File: src/rtl/serial_adder_seq.sv
// serial_adder_seq
//   Multi-cycle adder/subtractor. Processes WIDTH-bit operands DIGIT bits
//   per clock with a registered carry, so one operation takes N = WIDTH/DIGIT
//   RUN cycles plus one DONE cycle.
//
// Ports
//   clk       rising-edge clock
//   rst_n     asynchronous active-low reset
//   start     request, sampled only when not busy (IDLE or DONE)
//   a, b      operands, captured on an accepted start
//   cin       carry-in (add) / borrow-in (sub), captured on an accepted start
//   sub       0: a+b+cin, 1: a-b-cin, captured on an accepted start
//   busy      operation in progress
//   done      one-cycle pulse, results valid
//   sum       result (mod 2^WIDTH), held until the next completion
//   cout      raw carry out of the MSB (for sub: 1 = no borrow)
//   overflow  two's-complement signed overflow
module serial_adder_seq #(
  parameter int unsigned WIDTH = 8,
  parameter int unsigned DIGIT = 1
) (
  input  logic             clk,
  input  logic             rst_n,
  input  logic             start,
  input  logic [WIDTH-1:0] a,
  input  logic [WIDTH-1:0] b,
  input  logic             cin,
  input  logic             sub,
  output logic             busy,
  output logic             done,
  output logic [WIDTH-1:0] sum,
  output logic             cout,
  output logic             overflow
);

  localparam int unsigned N  = WIDTH / DIGIT;
  localparam int unsigned CW = (N > 1) ? $clog2(N) : 1;

  typedef enum logic [1:0] {
    IDLE,
    RUN,
    DONE
  } state_e;

  state_e           state_q, state_d;
  logic [WIDTH-1:0] a_q, a_d;
  logic [WIDTH-1:0] b_q, b_d;
  logic [WIDTH-1:0] res_q, res_d;
  logic [WIDTH-1:0] sum_q, sum_d;
  logic             carry_q, carry_d;
  logic [CW-1:0]    cnt_q, cnt_d;
  logic             busy_q, busy_d;
  logic             done_q, done_d;
  logic             cout_q, cout_d;
  logic             ovf_q, ovf_d;

  logic [DIGIT-1:0] dig_sum;
  logic             dig_cout;
  logic             dig_cmsb;
  logic [WIDTH-1:0] res_shift;

  // Ripple-add the low digit. dig_cmsb is the carry into the top bit of the
  // digit; on the last digit that is the carry into the operand MSB.
  always_comb begin : digit_add
    logic c;
    c        = carry_q;
    dig_sum  = '0;
    dig_cmsb = 1'b0;
    for (int unsigned i = 0; i < DIGIT; i++) begin
      dig_cmsb   = c;
      dig_sum[i] = a_q[i] ^ b_q[i] ^ c;
      c          = (a_q[i] & b_q[i]) | (c & (a_q[i] ^ b_q[i]));
    end
    dig_cout = c;
  end

  // New digit enters from the MSB end so that after N digits the result
  // register holds the full word in its natural bit order.
  always_comb begin
    res_shift = (res_q >> DIGIT) | (WIDTH'(dig_sum) << (WIDTH - DIGIT));
  end

  always_comb begin
    state_d = state_q;
    a_d     = a_q;
    b_d     = b_q;
    res_d   = res_q;
    sum_d   = sum_q;
    carry_d = carry_q;
    cnt_d   = cnt_q;
    busy_d  = busy_q;
    done_d  = 1'b0;
    cout_d  = cout_q;
    ovf_d   = ovf_q;

    case (state_q)
      RUN: begin
        a_d     = a_q >> DIGIT;
        b_d     = b_q >> DIGIT;
        carry_d = dig_cout;
        res_d   = res_shift;
        cnt_d   = cnt_q + CW'(1);
        busy_d  = 1'b1;
        if (cnt_q == CW'(N - 1)) begin
          state_d = DONE;
          busy_d  = 1'b0;
          done_d  = 1'b1;
          sum_d   = res_shift;
          cout_d  = dig_cout;
          ovf_d   = dig_cmsb ^ dig_cout;
        end
      end

      IDLE, DONE: begin
        state_d = IDLE;
        busy_d  = 1'b0;
        if (start) begin
          // Subtraction as a + ~b + 1: inverting b and the carry-in turns a
          // borrow-in of 1 into a carry-in of 0.
          a_d     = a;
          b_d     = sub ? ~b : b;
          carry_d = cin ^ sub;
          res_d   = '0;
          cnt_d   = '0;
          busy_d  = 1'b1;
          state_d = RUN;
        end
      end

      default: begin
        state_d = IDLE;
        busy_d  = 1'b0;
      end
    endcase
  end

  always_ff @(posedge clk or negedge rst_n) begin
    if (!rst_n) begin
      state_q <= IDLE;
      a_q     <= '0;
      b_q     <= '0;
      res_q   <= '0;
      sum_q   <= '0;
      carry_q <= 1'b0;
      cnt_q   <= '0;
      busy_q  <= 1'b0;
      done_q  <= 1'b0;
      cout_q  <= 1'b0;
      ovf_q   <= 1'b0;
    end else begin
      state_q <= state_d;
      a_q     <= a_d;
      b_q     <= b_d;
      res_q   <= res_d;
      sum_q   <= sum_d;
      carry_q <= carry_d;
      cnt_q   <= cnt_d;
      busy_q  <= busy_d;
      done_q  <= done_d;
      cout_q  <= cout_d;
      ovf_q   <= ovf_d;
    end
  end

  assign busy     = busy_q;
  assign done     = done_q;
  assign sum      = sum_q;
  assign cout     = cout_q;
  assign overflow = ovf_q;

endmodule

File: config.mk
export PLATFORM = sky130hd
export DESIGN_NAME = serial_adder_seq
export DESIGN_NICKNAME = d
export VERILOG_FILES = /design/src/rtl/serial_adder_seq.sv
export SDC_FILE = /design/constraint.sdc
export NUM_CORES = 1
export LEC_CHECK = 0
export CAP_MARGIN = 20
export CORE_MARGIN = 2
export CORE_UTILIZATION = 61
export DETAILED_ROUTE_END_ITERATION = 6
export DONT_BUFFER_PORTS = 1
export HOLD_SLACK_MARGIN = 0.08
export MAX_ROUTING_LAYER = met4
export PLACE_DENSITY = 0.83
export SLEW_MARGIN = 20
export SYNTH_ARGS = -nofsm -noshare
export SYNTH_HDL_FRONTEND = slang
export SYNTH_SLANG_ARGS = --single-unit
File: constraint.sdc
create_clock -name clk -period 1.8 [get_ports clk]
set_input_delay 0.36 -clock clk [delete_from_list [all_inputs] [get_ports clk]]
set_output_delay 0.36 -clock clk [all_outputs]
set_load 0.02 [all_outputs]
==> results of run 1 <==
-- cells in the final DEF, fill, tap and decap left out --
cell and n:
nand3b_1 1, dfrtp_1 41, nor2b_2 1, a221o_1 8
clkbuf_4 5, nor2_1 8, xnor2_1 9, mux2i_1 9
bufinv_16 1, xor2_1 1, o21ai_1 7, dlygate4sd3_1 1
buf_12 1, ha_1 2, nand2_1 1, nand3_1 10
clkbuf_1 1, o21ai_0 6, inv_1 2, nand2b_1 2
fa_1 1, clkbuf_8 1, buf_4 4, and2_4 1
mux2_2 9, a22o_1 9
-- per-layer routing --
metal	GRT usage	vias up	share of wire
met2	0.2906	37	0.48
met5	-	-	0
met3	0.06250	11	0.062
li1	-	499	-
met4	0.1063	0	0.031
met1	0.2792	519	0.43
-- sequential cells by signal, summed over array words and instances, names as in the netlist --
signal and flops:
done 1, state_q 2, overflow 1, b_q 8, sum 8, a_q 8
cout 1, busy 1, carry_q 1, res_q 7, cnt_q 3
-- repair_timing --
action | 4_1_cts | 5_1_grt
hold endpoints to repair | 41 | 0
setup endpoints to repair | 0 | 0
hold buffers | 2 | 0
-- stage by stage --
| stage | instances | hold WS (ns) | setup WS, ns | power (µW) | area (µm²) |
|---|---|---|---|---|---|
| floorplan | 139 | 0.06441 | 0.2293 | 2680 | 1763 |
| CTS | 173 | 0.1793 | 0.1329 | 3529 | 1884 |
| detailed placement | 163 | 0.06563 | 0.1674 | 2902 | 1769 |
| finish | 173 | 0.1919 | 0.1283 | 3502 | 1887 |
| global route | 173 | 0.1978 | 0.04604 | 3754 | 1887 |
| global placement | 163 | 0.06547 | 0.2480 | 2794 | 1769 |
-- report_power, final --
| part | internal [µW] | switching (µW) |
|---|---|---|
| Clock | 332 | 278 |
| Sequential | 1330 | 428 |
| Combinational | 589 | 542 |
| Total | 2250 | 1250 |
-- final cells by class --
class	count	area, µm²
Clock buffer	7	55.05
Clock inverter	1	30.03
Fill cell	194	870.8
Inverter	2	7.507
Multi-Input combinational cell	85	669.4
Sequential cell	41	1026
Tap cell	31	38.79
Timing Repair Buffer	6	60.06
-- kinds of logic after synthesis --
logic type,share of synthesized area
adders and majority gates,0.02555
buffers and inverters,0.03975
xor gates and xnor gates,0.04968
muxes,0.1086
AOI/OAI and AO/OA,0.1270
DFF,0.5820
and+or+nand+nor,0.06743
-- worst max-delay path by stage --
stage | from | end | slack (ns)
6_report | cnt_q[0]$_DFFE_PN0P_ | sum[2]$_DFFE_PN0P_ | 0.13
5_1_grt | cnt_q[0]$_DFFE_PN0P_ | sum[0]$_DFFE_PN0P_ | 0.05
4_1_cts | cnt_q[0]$_DFFE_PN0P_ | sum[2]$_DFFE_PN0P_ | 0.13
3_5_place_dp | cnt_q[0]$_DFFE_PN0P_ | sum[2]$_DFFE_PN0P_ | 0.17
3_3_place_gp | cnt_q[0]$_DFFE_PN0P_ | sum[6]$_DFFE_PN0P_ | 0.25
2_1_floorplan | cnt_q[0]$_DFFE_PN0P_ | cout$_DFFE_PN0P_ | 0.23
-- critical path, cell delays in order, from the launching register on --
cell and delay [ns]:
dfrtp_1 0.41, ha_1 0.21, ha_1 0.22, nand3b_1 0.13, buf_4 0.23, mux2_2 0.36
==> key figures, run 1 <==
Run status
  – Status: finished, final reports clean

Hold path
  – Hold path depth: 2
  – Worst Hold End: a_q[4]$_DFFE_PN0P_
  – Hold path startpoint: a[4]
  – Hold Path Class: in -> reg

Cells and area
  – Ant diodes: 0
  – Share of layout cells above drive strength 1: 0.1620
  – Final Net Count: 165
  – Area growth from synthesis to layout: 7.026%
  – Core Util, Final: 0.6842

Logic synthesis
  – Synth Cell Area: 1763 µm²
  – FFs w/ async S/R, synth: 1.000
  – Distinct cells, synth: 24
  – Syn_nets: 163
  – Syn_area_per_cell: 12.68 µm²
  – Top post-synthesis cells by area: dfrtp_1 58%, mux2_2 5.7%, mux2i_1 5.1%, a221o_1 4.5%, a22o_1 4.5%
  – Synthesized instance count: 139
  – FF+latch count, synth: 41
  – EDFF count, synth: 0
  – Top FF cell, synth: dfrtp_1
  – Yosys warns: 0
  – Seq/Total Area, Yosys: 0.5820
  – Area share of the largest cell type after synthesis: 0.5820
  – Synth top cells by count: 41 x dfrtp_1, 10 x nand3_1
  – Top-count cell post-synth: dfrtp_1
  – Dominant cell type by area after synthesis: dfrtp_1

Clocking
  – Deepest clock path buffer count: 2
  – Clk slew on worst S/H paths: 0.11 ns
  – Total CTS buffers: 5
  – Root buffer cell: clkbuf_4
  – Insertion delay to the later sink of the worst-skew pair: 0.35 ns
  – CTS tree: yes
  – Post-CTS resize count: 0
  – Setup Buffers After CTS: 0
  – H-tree Lvls: 2
  – Clock sinks: 41

Power
  – P_leak: 0.0008848 µW
  – PwrDens: 1856 nW/µm²
  – Worst ir drop on vdd: 1269 µV

STA
  – Worst-margin pin slew: 0.6338 ns
  – Slew Viols, Final: 0
  – Tmin final: 1.672 ns
  – TNS Setup: 0 ns
  – Layout Skew: 0.009654 ns
  – Final setup fails: 0
  – Period utilisation layout: 0.9287
  – Final hold vios: 0
  – Slew headroom: 0.5756
  – FMAX: 598.2 MHz
  – Unrepaired setup endpoints after global routing: false

Worst setup path
  – Critical Path Source Type: register
  – Crit Path Class: reg -> reg
  – R2r setup slk: 0.13 ns
  – Worst path required time: 2.04 ns
  – Crit path arrival time: 1.91 ns
  – FF-to-FF End: sum[2]$_DFFE_PN0P_
  – R2R cell count: 5
  – Type of element capturing the critical path: register
  – Worst-path fanout max: 13
  – Reg2reg start: cnt_q[0]$_DFFE_PN0P_

Die
  – Chip width: 57.76 µm
  – Die area: 3336 µm²
  – Boundary Pins: 33
  – Site Rows: 19
  – Die Y: 57.76 µm
  – Core ar.: 2758 µm²
  – Starting Density: 0.6393

Routing
  – Residual DRC: 0
  – Post-DRT Antenna Nets: 0
  – Vias: 1066
  – Number of detailed-route iterations in the first pass: 4
  – Final wirelength: 2885 µm
  – WL/cell: 16.68 µm
  – First-iteration detailed-routing DRC count: 60
  – Via-to-Cell Ratio: 6.162

Global route
  – Gr ovfl total: 0
  – Initial antenna violation count: 0
  – Total Routing Usage GR: 0.2090
  – First-pass GRT wire length: 5030 µm
  – Largest net degree at the start of global routing: 42
  – Vias in the first global route: 1047

Placement
  – # port buffers: 0
  – GPL Wtd Cong: 0.7853

Job
  – Max Cap Viol: 0
No activity file was read; power rests on OpenSTA's default activity.
==> run 2: changes to the inputs <==
--- a/config.mk
+++ b/config.mk
@@ -12,7 +12,7 @@
 export DONT_BUFFER_PORTS = 1
 export HOLD_SLACK_MARGIN = 0.08
 export MAX_ROUTING_LAYER = met4
-export PLACE_DENSITY = 0.83
+export PLACE_DENSITY_LB_ADDON = 0.15
 export SLEW_MARGIN = 20
 export SYNTH_ARGS = -nofsm -noshare
 export SYNTH_HDL_FRONTEND = slang
==> run 2 against run 1 <==
  * Setup slack improved by 0.076 ns
  * Final area shrank 1.8%
  * First-iteration DRC count is 58% lower
  * Maximum frequency rose by 4.8%
  * Count of clock-buffer cells in the layout is 1 lower
  * Global-route usage is 1.6 points lower
  * Die area unchanged
  * Routed wire length down 6.6%
  * Highest routed layer unchanged
==> key figures, run 2 (synthesis gave the netlist of run 1 again) <==
STA
  – Final setup fails: 0 (unchanged)
  – Unrepaired setup endpoints after global routing: false (unchanged)
  – Slew headroom: 0.5489 (was 0.5756)
  – Layout Skew: 0.005099 ns (was 0.009654 ns)
  – Worst-margin pin slew: 0.6737 ns (was 0.6338 ns)
  – Setup ws final: 0.2045 ns (was 0.1283 ns)
  – Period utilisation layout: 0.8864 (was 0.9287)
  – FMAX: 626.8 MHz (was 598.2 MHz)
  – Tmin final: 1.596 ns (was 1.672 ns)
  – Slew Viols, Final: 0 (unchanged)
  – Final hold vios: 0 (unchanged)
  – TNS Setup: 0 ns (unchanged)

Placement
  – # port buffers: 0 (unchanged)
  – GPL Wtd Cong: 0.7339 (was 0.7853)
  – Pre-CTS WS: 0.1621 ns (was 0.1674 ns)
  – DP HPWL: 1794 µm

Clocking
  – H-tree Lvls: 2 (unchanged)
  – CTS tree: yes (unchanged)
  – Total CTS buffers: 5 (unchanged)
  – Root buffer cell: clkbuf_4 (unchanged)
  – Setup Buffers After CTS: 0 (unchanged)
  – Clk slew on worst S/H paths: 0.11 ns (about the same)
  – Insertion delay to the later sink of the worst-skew pair: 0.33 ns (was 0.35 ns)
  – Clock sinks: 41 (unchanged)
  – Deepest clock path buffer count: 2 (unchanged)

Power
  – Psw: 1218 µW (was 1248 µW)
  – Part of the power in the clock network: 0.129 (was 0.174)
  – Reg power frac: 0.531 (was 0.503)
  – Logic pwr share: 0.340 (was 0.323)
  – Cell Int Power: 2067 µW (was 2254 µW)
  – Worst ir drop on vdd: 1174 µV (was 1269 µV)
  – PwrDens: 1773 nW/µm² (was 1856 nW/µm²)
  – P_leak: 0.0008713 µW (was 0.0008848 µW)
  – Switching share of power: 0.3708 (was 0.3563)

Global route
  – Largest net degree at the start of global routing: 42 (unchanged)
  – Vias in the first global route: 1014 (was 1047)
  – Gr ovfl total: 0 (unchanged)
  – Total Routing Usage GR: 0.1928 (was 0.2090)
  – First-pass GRT wire length: 4671 µm (was 5030 µm)
  – Initial antenna violation count: 0 (unchanged)

Routing
  – WL/cell: 15.57 µm (was 16.68 µm)
  – Via-to-Cell Ratio: 6.116 (was 6.162)
  – Final wirelength: 2694 µm (was 2885 µm)
  – First-iteration detailed-routing DRC count: 25 (was 60)
  – Vias: 1058 (was 1066)
  – Post-DRT Antenna Nets: 0 (unchanged)
  – Residual DRC: 0 (unchanged)
  – Number of detailed-route iterations in the first pass: 4 (unchanged)

Die
  – Die area: 3336 µm² (unchanged)
  – Boundary Pins: 33 (unchanged)
  – Starting Density: 0.6393 (unchanged)
  – Die Y: 57.76 µm (unchanged)
  – Site Rows: 19 (unchanged)
  – Chip width: 57.76 µm (unchanged)
  – Core ar.: 2758 µm² (unchanged)

Cells and area
  – Area growth from synthesis to layout: 5.110% (was 7.026%)
  – Storage element area: 1026 µm² (unchanged)
  – Most frequent cells in the layout: 41 x dfrtp_1, 10 x nand3_1 (unchanged)
  – Share of layout cells above drive strength 1: 0.1620 (unchanged)
  – Ant diodes: 0 (unchanged)
  – Final Net Count: 165 (unchanged)
  – Multi-input logic area: 669.4 µm² (unchanged)
  – Filler cells: 213 (was 194)
  – Commonest non-fill, non-tap cell in the layout: dfrtp_1 (unchanged)

Job
  – Max Cap Viol: 0 (unchanged)

Hold path
  – Worst Hold End: a_q[3]$_DFFE_PN0P_ (was a_q[4]$_DFFE_PN0P_)
  – Hold Path Class: in -> reg (unchanged)
  – Hold path startpoint: a[3] (was a[4])
  – Hold path depth: 2 (unchanged)

Worst setup path
  – Worst-path fanout max: 13 (unchanged)
  – Crit Path Class: reg -> reg (unchanged)
  – Reg2reg start: cnt_q[0]$_DFFE_PN0P_ (unchanged)
  – Type of element capturing the critical path: register (unchanged)
  – R2r setup slk: 0.20 ns (was 0.13 ns)
  – Worst path required time: 2.03 ns (was 2.04 ns)
  – R2R cell count: 5 (unchanged)
  – CP max-delay cell: dfrtp_1 (unchanged)
  – FF-to-FF End: sum[2]$_DFFE_PN0P_ (unchanged)
  – Critical Path Source Type: register (unchanged)
  – CP peak stage delay: 0.41 ns (about the same)
  – Crit path arrival time: 1.82 ns (was 1.91 ns)
  – CP cell instances: ha_1 > ha_1 > nand3b_1 > buf_4 > mux2_2 (unchanged)
  – CP most frequent cell: ha_1 (unchanged)

Run status
  – Status: finished, final reports clean (unchanged)
[run 2: layout make-up]
class / instances / share of cell area
sequential: 41 / 0.5537
multi-input combinational: 85 / 0.3612
timing repair buffer: 6 / 0.03241
clock buffer: 6 / 0.02228
tap: 31 / 0.02093
clock inverter: 2 / 0.005402
inverter: 2 / 0.004051
[run 2: stage by stage]
step / hold slack (ns) / cells / cell area (µm²) / total power (µW) / utilization
after floorplan: 0.06441 / 139 / 1763 / 2680 / -
after global placement: 0.06521 / 163 / 1769 / 2802 / 0.6416
after detailed placement: 0.06519 / 163 / 1769 / 2862 / 0.6416
after CTS: 0.2018 / 173 / 1851 / 3308 / 0.6711
after global routing: 0.2141 / 173 / 1853 / 3547 / 0.6720
final: 0.2106 / 173 / 1853 / 3286 / 0.6720
[run 2: critical path, delay by kind of cell (launching register included)]
family / cells / cell delay [ns]
flip-flops: 1 / 0.41
multiplexers: 1 / 0.35
buffers and inverters: 1 / 0.20
AND/OR/NAND/NOR: 1 / 0.09
adder cells (fa/ha/maj): 2 / 0.44
[run 2: timing repair]
action / CTS / global route
gates resized for setup: 0 / 0
endpoints found under the setup margin: 0 / 0
hold buffers: 2 / 0
hold endpoints to repair: 41 / 0
[run 2: how the worst max path moves through the flow]
stage / from / slack (ns) / depth (start not counted) / endpoint
global placement: state_q[1]$_DFFE_PN0P_ / 0.23 / 2 / b_q[3]$_DFFE_PN0P_
CTS: state_q[1]$_DFFE_PN0P_ / 0.13 / 2 / b_q[3]$_DFFE_PN0P_
detailed placement: state_q[1]$_DFFE_PN0P_ / 0.16 / 2 / b_q[3]$_DFFE_PN0P_
finish: cnt_q[0]$_DFFE_PN0P_ / 0.20 / 5 / sum[2]$_DFFE_PN0P_
global route: cnt_q[0]$_DFFE_PN0P_ / 0.13 / 5 / sum[3]$_DFFE_PN0P_
floorplan: cnt_q[0]$_DFFE_PN0P_ / 0.23 / 5 / cout$_DFFE_PN0P_
[run 2: per-layer routing]
metal / GRT usage / vias to the layer above / share of wire
met2: 0.2679 / 31 / 0.45
met1: 0.2690 / 526 / 0.49
li1: - / 499 / -
met4: 0.07973 / 0 / 0.0078
met3: 0.05357 / 2 / 0.050
met5: - / - / 0
[run 2: power groups by stage]
stage	Clock (µW)	Combinational [µW]	Sequential (µW)
after CTS	436	1120	1750
after detailed placement	0	1100	1760
after floorplan	0	981	1700
after global routing	478	1270	1800
after global placement	0	1050	1760
final	423	1120	1740
==> run 3: changes to the inputs <==
--- a/config.mk
+++ b/config.mk
@@ -13,6 +13,7 @@
 export HOLD_SLACK_MARGIN = 0.08
 export MAX_ROUTING_LAYER = met4
 export PLACE_DENSITY_LB_ADDON = 0.15
+export SETUP_SLACK_MARGIN = 0.5
 export SLEW_MARGIN = 20
 export SYNTH_ARGS = -nofsm -noshare
 export SYNTH_HDL_FRONTEND = slang
==> run 3 against run 2 <==
  * Largest power group unchanged
  * Routed wire length is 18% higher
  * Critical endpoint is now sum[7]$_DFFE_PN0P_
  * Critical path depth stayed put
  * Clock power is 74% higher
  * First-iteration DRC count is 88% higher
==> key figures, run 3 (synthesis gave the netlist of run 1 again) <==
STA
  – TNS Setup: 0 ns (unchanged)
  – Period utilisation layout: 0.8118 (was 0.8864)
  – Unrepaired setup endpoints after global routing: true (was false)
  – Slew Viols, Final: 0 (unchanged)
  – Layout Skew: 0.007782 ns (was 0.005099 ns)
  – Slew headroom: 0.7479 (was 0.5489)
  – Tmin final: 1.461 ns (was 1.596 ns)
  – FMAX: 684.3 MHz (was 626.8 MHz)
  – Final hold vios: 0 (unchanged)
  – Worst-margin pin slew: 0.3773 ns (was 0.6737 ns)
  – Final setup fails: 0 (unchanged)

Worst setup path
  – CP cell instances: ha_2 > ha_4 > nand3b_1 > buf_6 > mux2_4 (was ha_1 > ha_1 > nand3b_1 > buf_4 > mux2_2)
  – Critical Path Source Type: register (unchanged)
  – CP delay by family, top: flip-flops (was adder cells)
  – CP max-delay cell: dfrtp_1 (unchanged)
  – FF-to-FF End: sum[7]$_DFFE_PN0P_ (was sum[2]$_DFFE_PN0P_)
  – Critical path capture point: sum[7]$_DFFE_PN0P_ (was sum[2]$_DFFE_PN0P_)
  – Crit path arrival time: 1.71 ns (was 1.82 ns)
  – CP peak stage delay: 0.41 ns (about the same)
  – R2r setup slk: 0.34 ns (was 0.20 ns)
  – Critical path origin: cnt_q[1]$_DFFE_PN0P_ (was cnt_q[0]$_DFFE_PN0P_)
  – Type of element capturing the critical path: register (unchanged)
  – Critical Path Stages: 5 (unchanged)
  – Worst-path fanout max: 8 (was 13)
  – R2R cell count: 5 (unchanged)
  – Crit path buf inv count: 1 (unchanged)
  – Crit Path Class: reg -> reg (unchanged)
  – Reg2reg start: cnt_q[1]$_DFFE_PN0P_ (was cnt_q[0]$_DFFE_PN0P_)
  – Worst path required time: 2.05 ns (was 2.03 ns)

Die
  – Site Rows: 19 (unchanged)
  – Core ar.: 2758 µm² (unchanged)
  – Boundary Pins: 33 (unchanged)
  – Chip width: 57.76 µm (unchanged)
  – Die Y: 57.76 µm (unchanged)
  – Die area: 3336 µm² (unchanged)
  – Starting Density: 0.6393 (unchanged)

Routing
  – Number of detailed-route iterations in the first pass: 4 (unchanged)
  – Post-DRT Antenna Nets: 0 (unchanged)
  – WL/cell: 17.17 µm (was 15.57 µm)
  – Residual DRC: 0 (unchanged)
  – Final wirelength: 3177 µm (was 2694 µm)
  – Vias: 1147 (was 1058)
  – First-iteration detailed-routing DRC count: 47 (was 25)
  – Via-to-Cell Ratio: 6.200 (was 6.116)

Global route
  – Largest net degree at the start of global routing: 42 (unchanged)
  – Vias in the first global route: 1130 (was 1014)
  – Gr ovfl total: 0 (unchanged)
  – Initial antenna violation count: 0 (unchanged)
  – Total Routing Usage GR: 0.2279 (was 0.1928)
  – First-pass GRT wire length: 5423 µm (was 4671 µm)

Clocking
  – Deepest clock path buffer count: 2 (unchanged)
  – Total CTS buffers: 5 (unchanged)
  – Root buffer cell: clkbuf_4 (unchanged)
  – H-tree Lvls: 2 (unchanged)
  – CTS tree: yes (unchanged)
  – Clock sinks: 41 (unchanged)
  – Clk slew on worst S/H paths: 0.12 ns (was 0.11 ns)
  – Insertion delay to the later sink of the worst-skew pair: 0.35 ns (was 0.33 ns)

Placement
  – DP HPWL: 1882 µm (was 1794 µm)
  – GPL Wtd Cong: 0.7032 (was 0.7339)
  – # port buffers: 0 (unchanged)

Cells and area
  – Commonest non-fill, non-tap cell in the layout: dfrtp_1 (unchanged)
  – Share of layout cells above drive strength 1: 0.2597 (was 0.1620)
  – Most frequent cells in the layout: 41 x dfrtp_1, 11 x buf_4, 10 x nand3_1 (was 41 x dfrtp_1, 10 x nand3_1)
  – Final Net Count: 177 (was 165)
  – Area growth from synthesis to layout: 16.75% (was 5.110%)
  – Ant diodes: 0 (unchanged)

Job
  – Max Cap Viol: 0 (unchanged)

Hold path
  – Hold Path Class: in -> reg (unchanged)
  – Hold path depth: 2 (unchanged)

Power
  – P_leak: 0.0009891 µW (was 0.0008713 µW)
  – Worst ir drop on vdd: 1464 µV (was 1174 µV)
  – PwrDens: 1894 nW/µm² (was 1773 nW/µm²)
  – Pwr Total: 3899 µW (was 3286 µW)

Run status
  – Status: finished, final reports clean (unchanged)
## run 3: cell count changes in the layout (fill, tap and decap cells not counted), sizes merged
cell,before,now
clkinv,2,1
and2,1,3
clkbuf,6,5
buf,5,14
bufinv,0,2
nand2b,2,3
## run 3: area by class of cell
class	count	area (µm²)
multi-input cells	88	748.2
inverters	2	7.507
clock inverters	3	65.06
fillers	195	699.4
repair buffers	15	135.1
well taps	31	38.79
flip-flops and latches	41	1026
clock buffers	5	37.54
## run 3: worst min path at each step
| stage | startpoint | end | slack, ns |
|---|---|---|---|
| after detailed placement | rst_n | sum[1]$_DFFE_PN0P_ | 0.07 |
| final | a[3] | a_q[3]$_DFFE_PN0P_ | 0.18 |
| after global placement | rst_n | sum[1]$_DFFE_PN0P_ | 0.07 |
| after CTS | a[5] | a_q[5]$_DFFE_PN0P_ | 0.18 |
| after floorplan | rst_n | a_q[0]$_DFFE_PN0P_ | 0.06 |
| after global routing | a[1] | a_q[1]$_DFFE_PN0P_ | 0.18 |
## run 3: report_power, final
group          internal (µW)  total, µW  switching, µW
combinational            787       1390            599
clock                    430        738            308
sequential              1330       1780            443
total                   2550       3900           1350
## run 3: timing repair
action | in CTS | in global routing
hold endpoints to repair | 41 | 0
pin swaps | 1 | 0
buffers inserted | 7 | 3
gates cloned | 3 | 0
hold buffers | 2 | 0
setup endpoints to repair | 36 | 24
gates resized for setup | 6 | 2
## run 3: worst register-to-register path: cells and delay by family (launching register included)
kind,cells,cell delay (ns)
multiplexers,1,0.31
adder cells (fa/ha/maj),2,0.36
AND/OR/NAND/NOR,1,0.12
flip-flops,1,0.41
buffers and inverters,1,0.17
## run 3: per-layer routing
layer,vias to the layer above,part of all wire,global-route usage,wire (µm)
met5,-,0,-,0
met4,0,0.013,0.05980,40
met3,6,0.063,0.07143,199
met2,38,0.48,0.3604,1520
met1,579,0.45,0.2872,1417
li1,524,-,-,-
## run 3: metrics by stage
stage	util	cell area, µm²	setup WS (ns)	hold slack (ns)	std cells
floorplan	-	1827	0.3523	0.06441	139
global placement	0.6552	1807	0.1859	0.06528	162
detailed placement	0.6552	1807	0.1484	0.06524	162
CTS	0.7378	2034	0.3107	0.1805	182
global route	0.7464	2058	0.2772	0.1807	185
finish	0.7464	2058	0.3387	0.1793	185
